**config.mk**
```make
export PLATFORM = sky130hd
export DESIGN_NAME = input_debouncer_flat
export DESIGN_NICKNAME = d
export VERILOG_FILES = /design/src/rtl/input_debouncer_pkg.sv /design/src/rtl/input_debouncer_if.sv /design/src/rtl/input_debouncer_channel.sv /design/src/rtl/input_debouncer.sv /design/src/flat_wrapper.sv
export SDC_FILE = /design/constraint.sdc
export NUM_CORES = 1
export LEC_CHECK = 0
export ABC_AREA = 1
export BUFFER_PORTS_ARGS = -buffer_cell sky130_fd_sc_hd__buf_2
export CORE_AREA = 3 3 44 46
export DETAILED_ROUTE_END_ITERATION = 16
export DIE_AREA = 0 0 47 49
export GPL_TIMING_DRIVEN = 0
export PLACE_DENSITY = 0.77
export SLEW_MARGIN = 20
export SYNTH_ARGS = -nofsm -noshare
export SYNTH_HDL_FRONTEND = slang
export SYNTH_HIERARCHICAL = 1
export SYNTH_SLANG_ARGS = --single-unit
```
**constraint.sdc**
```tcl
create_clock -name clk -period 2.9 [get_ports clk]
set_input_delay 0 -clock clk [delete_from_list [all_inputs] [get_ports clk]]
set_output_delay 0 -clock clk [all_outputs]
set_load 0.01 [all_outputs]
```
**src/rtl/input_debouncer_pkg.sv**
```systemverilog
// Shared types and helpers for the input debouncer.
package input_debouncer_pkg;

    typedef enum logic [0:0] {
        STABLE  = 1'b0,
        PENDING = 1'b1
    } deb_state_t;

    // Width of the per-channel mismatch counter: enough to hold 0..n.
    function automatic int cnt_width(input int n);
        return $clog2(n + 1);
    endfunction

endpackage

```
**src/rtl/input_debouncer_if.sv**
```systemverilog
// Debouncer signal bundle: sampling enable and raw pads in, clean levels and pulses out.
interface input_debouncer_if #(
    parameter int CHANNELS = 2
);
    logic                sample_tick;
    logic [CHANNELS-1:0] raw_in;
    logic [CHANNELS-1:0] level_out;
    logic [CHANNELS-1:0] rise_out;
    logic [CHANNELS-1:0] fall_out;
    logic                changed;

    modport master (
        output sample_tick, raw_in,
        input  level_out, rise_out, fall_out, changed
    );

    modport slave (
        input  sample_tick, raw_in,
        output level_out, rise_out, fall_out, changed
    );
endinterface

```
**src/rtl/input_debouncer_channel.sv**
```systemverilog
// Single-bit synchroniser, debounce FSM, counter and edge pulse registers.
module debounce_channel
    import input_debouncer_pkg::*;
#(
    parameter int SYNC_STAGES     = 2,
    parameter int DEBOUNCE_CYCLES = 4,
    parameter bit RESET_LEVEL     = 1'b0
) (
    input  logic clk,
    input  logic rst,
    input  logic sample_tick,
    input  logic raw,
    output logic level,
    output logic rise,
    output logic fall,
    output logic rise_nxt,
    output logic fall_nxt
);
    localparam int             CW       = cnt_width(DEBOUNCE_CYCLES);
    localparam logic [CW-1:0]  CNT_LAST = CW'(DEBOUNCE_CYCLES - 1);

    logic [SYNC_STAGES-1:0] sync_q;
    logic                   sync;
    deb_state_t             state_q, state_d;
    logic [CW-1:0]          cnt_q, cnt_d;
    logic                   level_q, level_d;
    logic                   rise_q, fall_q;
    logic                   mismatch;
    logic                   commit;

    // Synchroniser chain shifts every clock, independent of sample_tick.
    always_ff @(posedge clk) begin
        // NOTE: sequential state uses <= so every flop samples pre-edge values.
        if (rst) sync_q <= {SYNC_STAGES{RESET_LEVEL}};
        else     sync_q <= {sync_q[SYNC_STAGES-2:0], raw};
    end

    assign sync     = sync_q[SYNC_STAGES-1];
    assign mismatch = (sync != level_q);

    // Next-state logic: count ticked mismatches, drop back on a bounce, toggle on the last one.
    always_comb begin
        // NOTE: every output gets a default first so no path infers a latch.
        state_d  = state_q;
        cnt_d    = cnt_q;
        level_d  = level_q;
        commit   = 1'b0;
        rise_nxt = 1'b0;
        fall_nxt = 1'b0;
        case (state_q)
            STABLE: begin
                if (mismatch) begin
                    if (sample_tick) begin
                        // Entry cycle counts as the first mismatch when ticked.
                        if (DEBOUNCE_CYCLES == 1) begin
                            commit = 1'b1;
                        end else begin
                            state_d = PENDING;
                            cnt_d   = CW'(1);
                        end
                    end else begin
                        state_d = PENDING;
                        cnt_d   = '0;
                    end
                end
            end
            PENDING: begin
                if (!mismatch) begin
                    state_d = STABLE;
                    cnt_d   = '0;
                end else if (sample_tick) begin
                    if (cnt_q == CNT_LAST) commit = 1'b1;
                    else                   cnt_d  = cnt_q + CW'(1);
                end
            end
            default: begin
                state_d = STABLE;
                cnt_d   = '0;
            end
        endcase
        if (commit) begin
            level_d  = ~level_q;
            state_d  = STABLE;
            cnt_d    = '0;
            rise_nxt = ~level_q;
            fall_nxt = level_q;
        end
    end

    // FSM, counter, level and pulse registers; reset never produces a pulse.
    always_ff @(posedge clk) begin
        if (rst) begin
            state_q <= STABLE;
            cnt_q   <= '0;
            level_q <= RESET_LEVEL;
            rise_q  <= 1'b0;
            fall_q  <= 1'b0;
        end else begin
            state_q <= state_d;
            cnt_q   <= cnt_d;
            level_q <= level_d;
            rise_q  <= rise_nxt;
            fall_q  <= fall_nxt;
        end
    end

    assign level = level_q;
    assign rise  = rise_q;
    assign fall  = fall_q;
endmodule

```
**src/rtl/input_debouncer.sv**
```systemverilog
// Multi-channel input debouncer: independent channels plus a combined change strobe.
module input_debouncer
    import input_debouncer_pkg::*;
#(
    parameter int CHANNELS        = 2,
    parameter int SYNC_STAGES     = 2,
    parameter int DEBOUNCE_CYCLES = 4,
    parameter bit RESET_LEVEL     = 1'b0
) (
    input logic               clk,
    input logic               rst,
    input_debouncer_if.slave  bus
);
    logic [CHANNELS-1:0] level_w;
    logic [CHANNELS-1:0] rise_w;
    logic [CHANNELS-1:0] fall_w;
    logic [CHANNELS-1:0] rise_nxt_w;
    logic [CHANNELS-1:0] fall_nxt_w;
    logic                changed_q;

    for (genvar i = 0; i < CHANNELS; i++) begin : g_ch
        debounce_channel #(
            .SYNC_STAGES     (SYNC_STAGES),
            .DEBOUNCE_CYCLES (DEBOUNCE_CYCLES),
            .RESET_LEVEL     (RESET_LEVEL)
        ) u_ch (
            .clk         (clk),
            .rst         (rst),
            .sample_tick (bus.sample_tick),
            .raw         (bus.raw_in[i]),
            .level       (level_w[i]),
            .rise        (rise_w[i]),
            .fall        (fall_w[i]),
            .rise_nxt    (rise_nxt_w[i]),
            .fall_nxt    (fall_nxt_w[i])
        );
    end

    // Change strobe registered from the pulse next-values so it lines up with the pulses.
    always_ff @(posedge clk) begin
        if (rst) changed_q <= 1'b0;
        else     changed_q <= |(rise_nxt_w | fall_nxt_w);
    end

    assign bus.level_out = level_w;
    assign bus.rise_out  = rise_w;
    assign bus.fall_out  = fall_w;
    assign bus.changed   = changed_q;
endmodule

```
**src/flat_wrapper.sv**
```systemverilog
// flat-port wrapper written by rule: the top's interface ports become plain ports
module input_debouncer_flat import input_debouncer_pkg::*;
#(
    parameter int CHANNELS        = 2,
    parameter int SYNC_STAGES     = 2,
    parameter int DEBOUNCE_CYCLES = 4,
    parameter bit RESET_LEVEL     = 1'b0
)
  (clk, rst, bus_sample_tick, bus_raw_in, bus_level_out, bus_rise_out, bus_fall_out, bus_changed);
  input_debouncer_if #(.CHANNELS(CHANNELS)) bus_i ();
  input logic clk;
  input logic rst;
  input wire logic [$bits(bus_i.sample_tick)-1:0] bus_sample_tick;
  input wire logic [$bits(bus_i.raw_in)-1:0] bus_raw_in;
  output wire logic [$bits(bus_i.level_out)-1:0] bus_level_out;
  output wire logic [$bits(bus_i.rise_out)-1:0] bus_rise_out;
  output wire logic [$bits(bus_i.fall_out)-1:0] bus_fall_out;
  output wire logic [$bits(bus_i.changed)-1:0] bus_changed;
  assign bus_i.sample_tick = bus_sample_tick;
  assign bus_i.raw_in = bus_raw_in;
  assign bus_level_out = bus_i.level_out;
  assign bus_rise_out = bus_i.rise_out;
  assign bus_fall_out = bus_i.fall_out;
  assign bus_changed = bus_i.changed;
  input_debouncer #(.CHANNELS(CHANNELS), .SYNC_STAGES(SYNC_STAGES), .DEBOUNCE_CYCLES(DEBOUNCE_CYCLES), .RESET_LEVEL(RESET_LEVEL)) u_core (.clk(clk), .rst(rst), .bus(bus_i));
endmodule
```
==> metrics <==
Synth top cells by count=inv_1, dfxtp_1, nand2_1; Slowest-stage cell, CP=dfxtp_1; HPWL Detailed=1.048 mm; Final Cycle Share=0.4746; largest net degree at the start of global routing=15; clk root buf=clkbuf_4; leakage=0.0005661 uW; Power, Total=431.5 uW; Cell Rows=14; Data required, critical path=3.08 ns; Slew Viols, Final=0; routed wire length=around 1.4 mm; data arrival time of the critical path=1.56 ns; clk sinks=19; skew final=about 0.0053 ns; boundary pin count=12; cts bufs inserted=3; Syn. warnings=6; DR vias/cell=between 4 and 5; via count=706; Slew headroom=0.8101; Seq cells post-synth=19; flop2flop setup slack=1.52 ns; setup_tns=0 ns; synth unique cells=18; combinational share of power=0.075; clk buf depth=2; CP Launch Type=register; Port Buf Inserts=11; Switching Share=0.2290; Max H-tree Level=1; CP Max Fanout=3; Congestion Overflow GR=0; post-CTS setup buffer count=0; Setup violations, final=0; most common cell in the synthesized netlist=inv_1; Psw=a little under 100 uW; Worst Tran Pin Value=about 0.28 ns; CP peak stage delay=0.33 ns; vias in the first global route=618; initial antenna violation count=0; status=finished, final reports clean; ranking of synthesized cells by area=dfxtp_1, inv_1, nand2_1, nor2_1, ha_1; critical path class=reg -> reg; CTS tree=yes; share of synthesized registers carrying an async set or reset=0; sequential power share=0.626; final hold vios=0; RSZ-0062 raised after global routing=no; Post-synth EDFFs=0; post-CTS resize count=0; first-pass GRT wire length=2.435 mm; # diodes=0; CTS clk-pin slew, worst paths=0.10 ns; Final ANT Viol Nets=0; net count reported at finish=146; Syn Area/Cell=roughly 7.6 um^2; Clock power frac=0.299; sequential fraction of the synthesis area=0.4193; Final min period=1.376 ns; area grow syn2layout=13.38%; Mapped Area=907.1 um^2; 1st-iter DRT viols=10; Synthesized Nets=between 100 and 150; CORE AREA=0.001541 mm^2; Clk Latency, worst-skew pair=just under 0.3 ns; share of cells above drive strength 1=0.2132; Internal Power=332.7 uW; Peak VDD IR=264.4 uV; routed length per placed instance=9.283 um; GPL Wtd Cong=0.8403; DRC Markers=0; gr usage total=0.1409; Cell Chain, Critical Path=ha_1, ha_1, nand2_1, nor2_8, nand2_1, inv_1, nor2_1, a21oi_1; Mapped Cells=119; Pwr Density=419.5 mW/mm^2; kind of end point of the critical path=register; die height=49 um; Max Cap Violations=0; Initial Util=0.5885; area share of the largest cell type after synthesis=0.4193; die width=approximately 47 um; die area=~0.0023 mm^2; area leader, netlist=dfxtp_1; Fmax achieved=0.7266 GHz; Main synth FF type=dfxtp_1; Hold Crit Class=in -> reg; DRT Pass-1 Iters=4
flip-flops by register name, indices dropped and copies added (netlist names):
signal and count:
u_core/g_ch.u_ch/state_q 2, u_core/g_ch.u_ch/level 2, u_core/g_ch.u_ch/sync_q 4, u_core/g_ch.u_ch/cnt_q 6
u_core/g_ch.u_ch/fall 2, u_core/g_ch.u_ch/rise 2, u_core/bus.changed 1
metal layers:
| layer | wire length (um) | up-vias | track usage |
|---|---|---|---|
| met1 | 741 | 293 | 0.2045 |
| met5 | 0 | - | 0 |
| met3 | 55 | 2 | 0.02214 |
| met4 | 17 | 0 | 0.08295 |
| li1 | - | 396 | - |
| met2 | 596 | 15 | 0.1900 |
logic make-up (layout without fill, tap and decap cells):
logic type / after synthesis / count (layout) / share of synthesized area
AOI/OAI and AO/OA: 12 / 12 / 0.06897
and+or+nand+nor: 57 / 57 / 0.3448
buffers and inverters: 27 / 44 / 0.1117
adders and majority gates: 4 / 4 / 0.05517
DFF: 19 / 19 / 0.4193
power by group through the flow:
stage	registers [uW]	clock network (uW)	logic (uW)
after floorplan	275	0	21.4
after global placement	276	0	29.8
after detailed placement	276	0	30.6
after CTS	270	136	32.6
after global routing	271	149	36.7
final	270	129	32.5
final timing paths:
path                                              from  cells past startpoint                                        to
max          u_core/g_ch[0].u_ch/cnt_q[0]$_SDFFE_PP0P_                      8             u_core/bus.changed$_SDFF_PP0_
min                                                rst                      2  u_core/g_ch[0].u_ch/sync_q[0]$_SDFF_PP0_
max reg2reg  u_core/g_ch[0].u_ch/cnt_q[0]$_SDFFE_PP0P_                      8             u_core/bus.changed$_SDFF_PP0_
min reg2reg   u_core/g_ch[1].u_ch/sync_q[0]$_SDFF_PP0_                      2  u_core/g_ch[1].u_ch/sync_q[1]$_SDFF_PP0_
layout make-up:
class | instances | area [um^2]
Clock buffer | 4 | 26.28
Inverter | 27 | 101.3
Multi-Input combinational cell | 73 | 425.4
Sequential cell | 19 | 380.4
Tap cell | 16 | 20.02
Timing Repair Buffer | 13 | 75.07
Fill cell | 130 | 513.0
what timing repair did:
action	CTS	global route
hold buffers	2	0
endpoints found under the setup margin	0	0
hold endpoints to repair	2	0
metrics by stage:
step,instances,setup slack (ns),util,cell area (um^2),hold slack (ns)
5_1_grt,152,1.403,0.6672,1028,0.04026
3_3_place_gp,146,1.550,0.6372,982.2,0.2013
6_report,152,1.524,0.6672,1028,0.04344
3_5_place_dp,146,1.535,0.6372,982.2,0.2067
4_1_cts,152,1.507,0.6672,1028,0.03183
2_1_floorplan,119,1.634,-,907.1,0.06907
critical path: cells and delay by family, from the launching register on:
kind	cells	cell delay, ns
flip-flops	1	0.33
buffers and inverters	1	0.04
AND/OR/NAND/NOR	4	0.44
adder cells (fa/ha/maj)	2	0.39
AO/OA/AOI/OAI	1	0.07
layout by cell type (no fill, tap or decap):
cell	n
nor2_8	1
nor2_4	1
nand3b_1	2
nand2_4	4
nor2_2	2
buf_2	11
dlygate4sd3_1	2
a21oi_1	6
nand3_1	3
dfxtp_1	19
nand2_1	19
inv_2	1
ha_1	4
clkbuf_4	3
nand4_1	4
nand2_2	5
inv_1	26
o21bai_1	1
nand3_2	1
o21ai_0	5
clkbuf_1	1
nor2_1	15
Note: power is estimated with default switching activity, not from simulation.
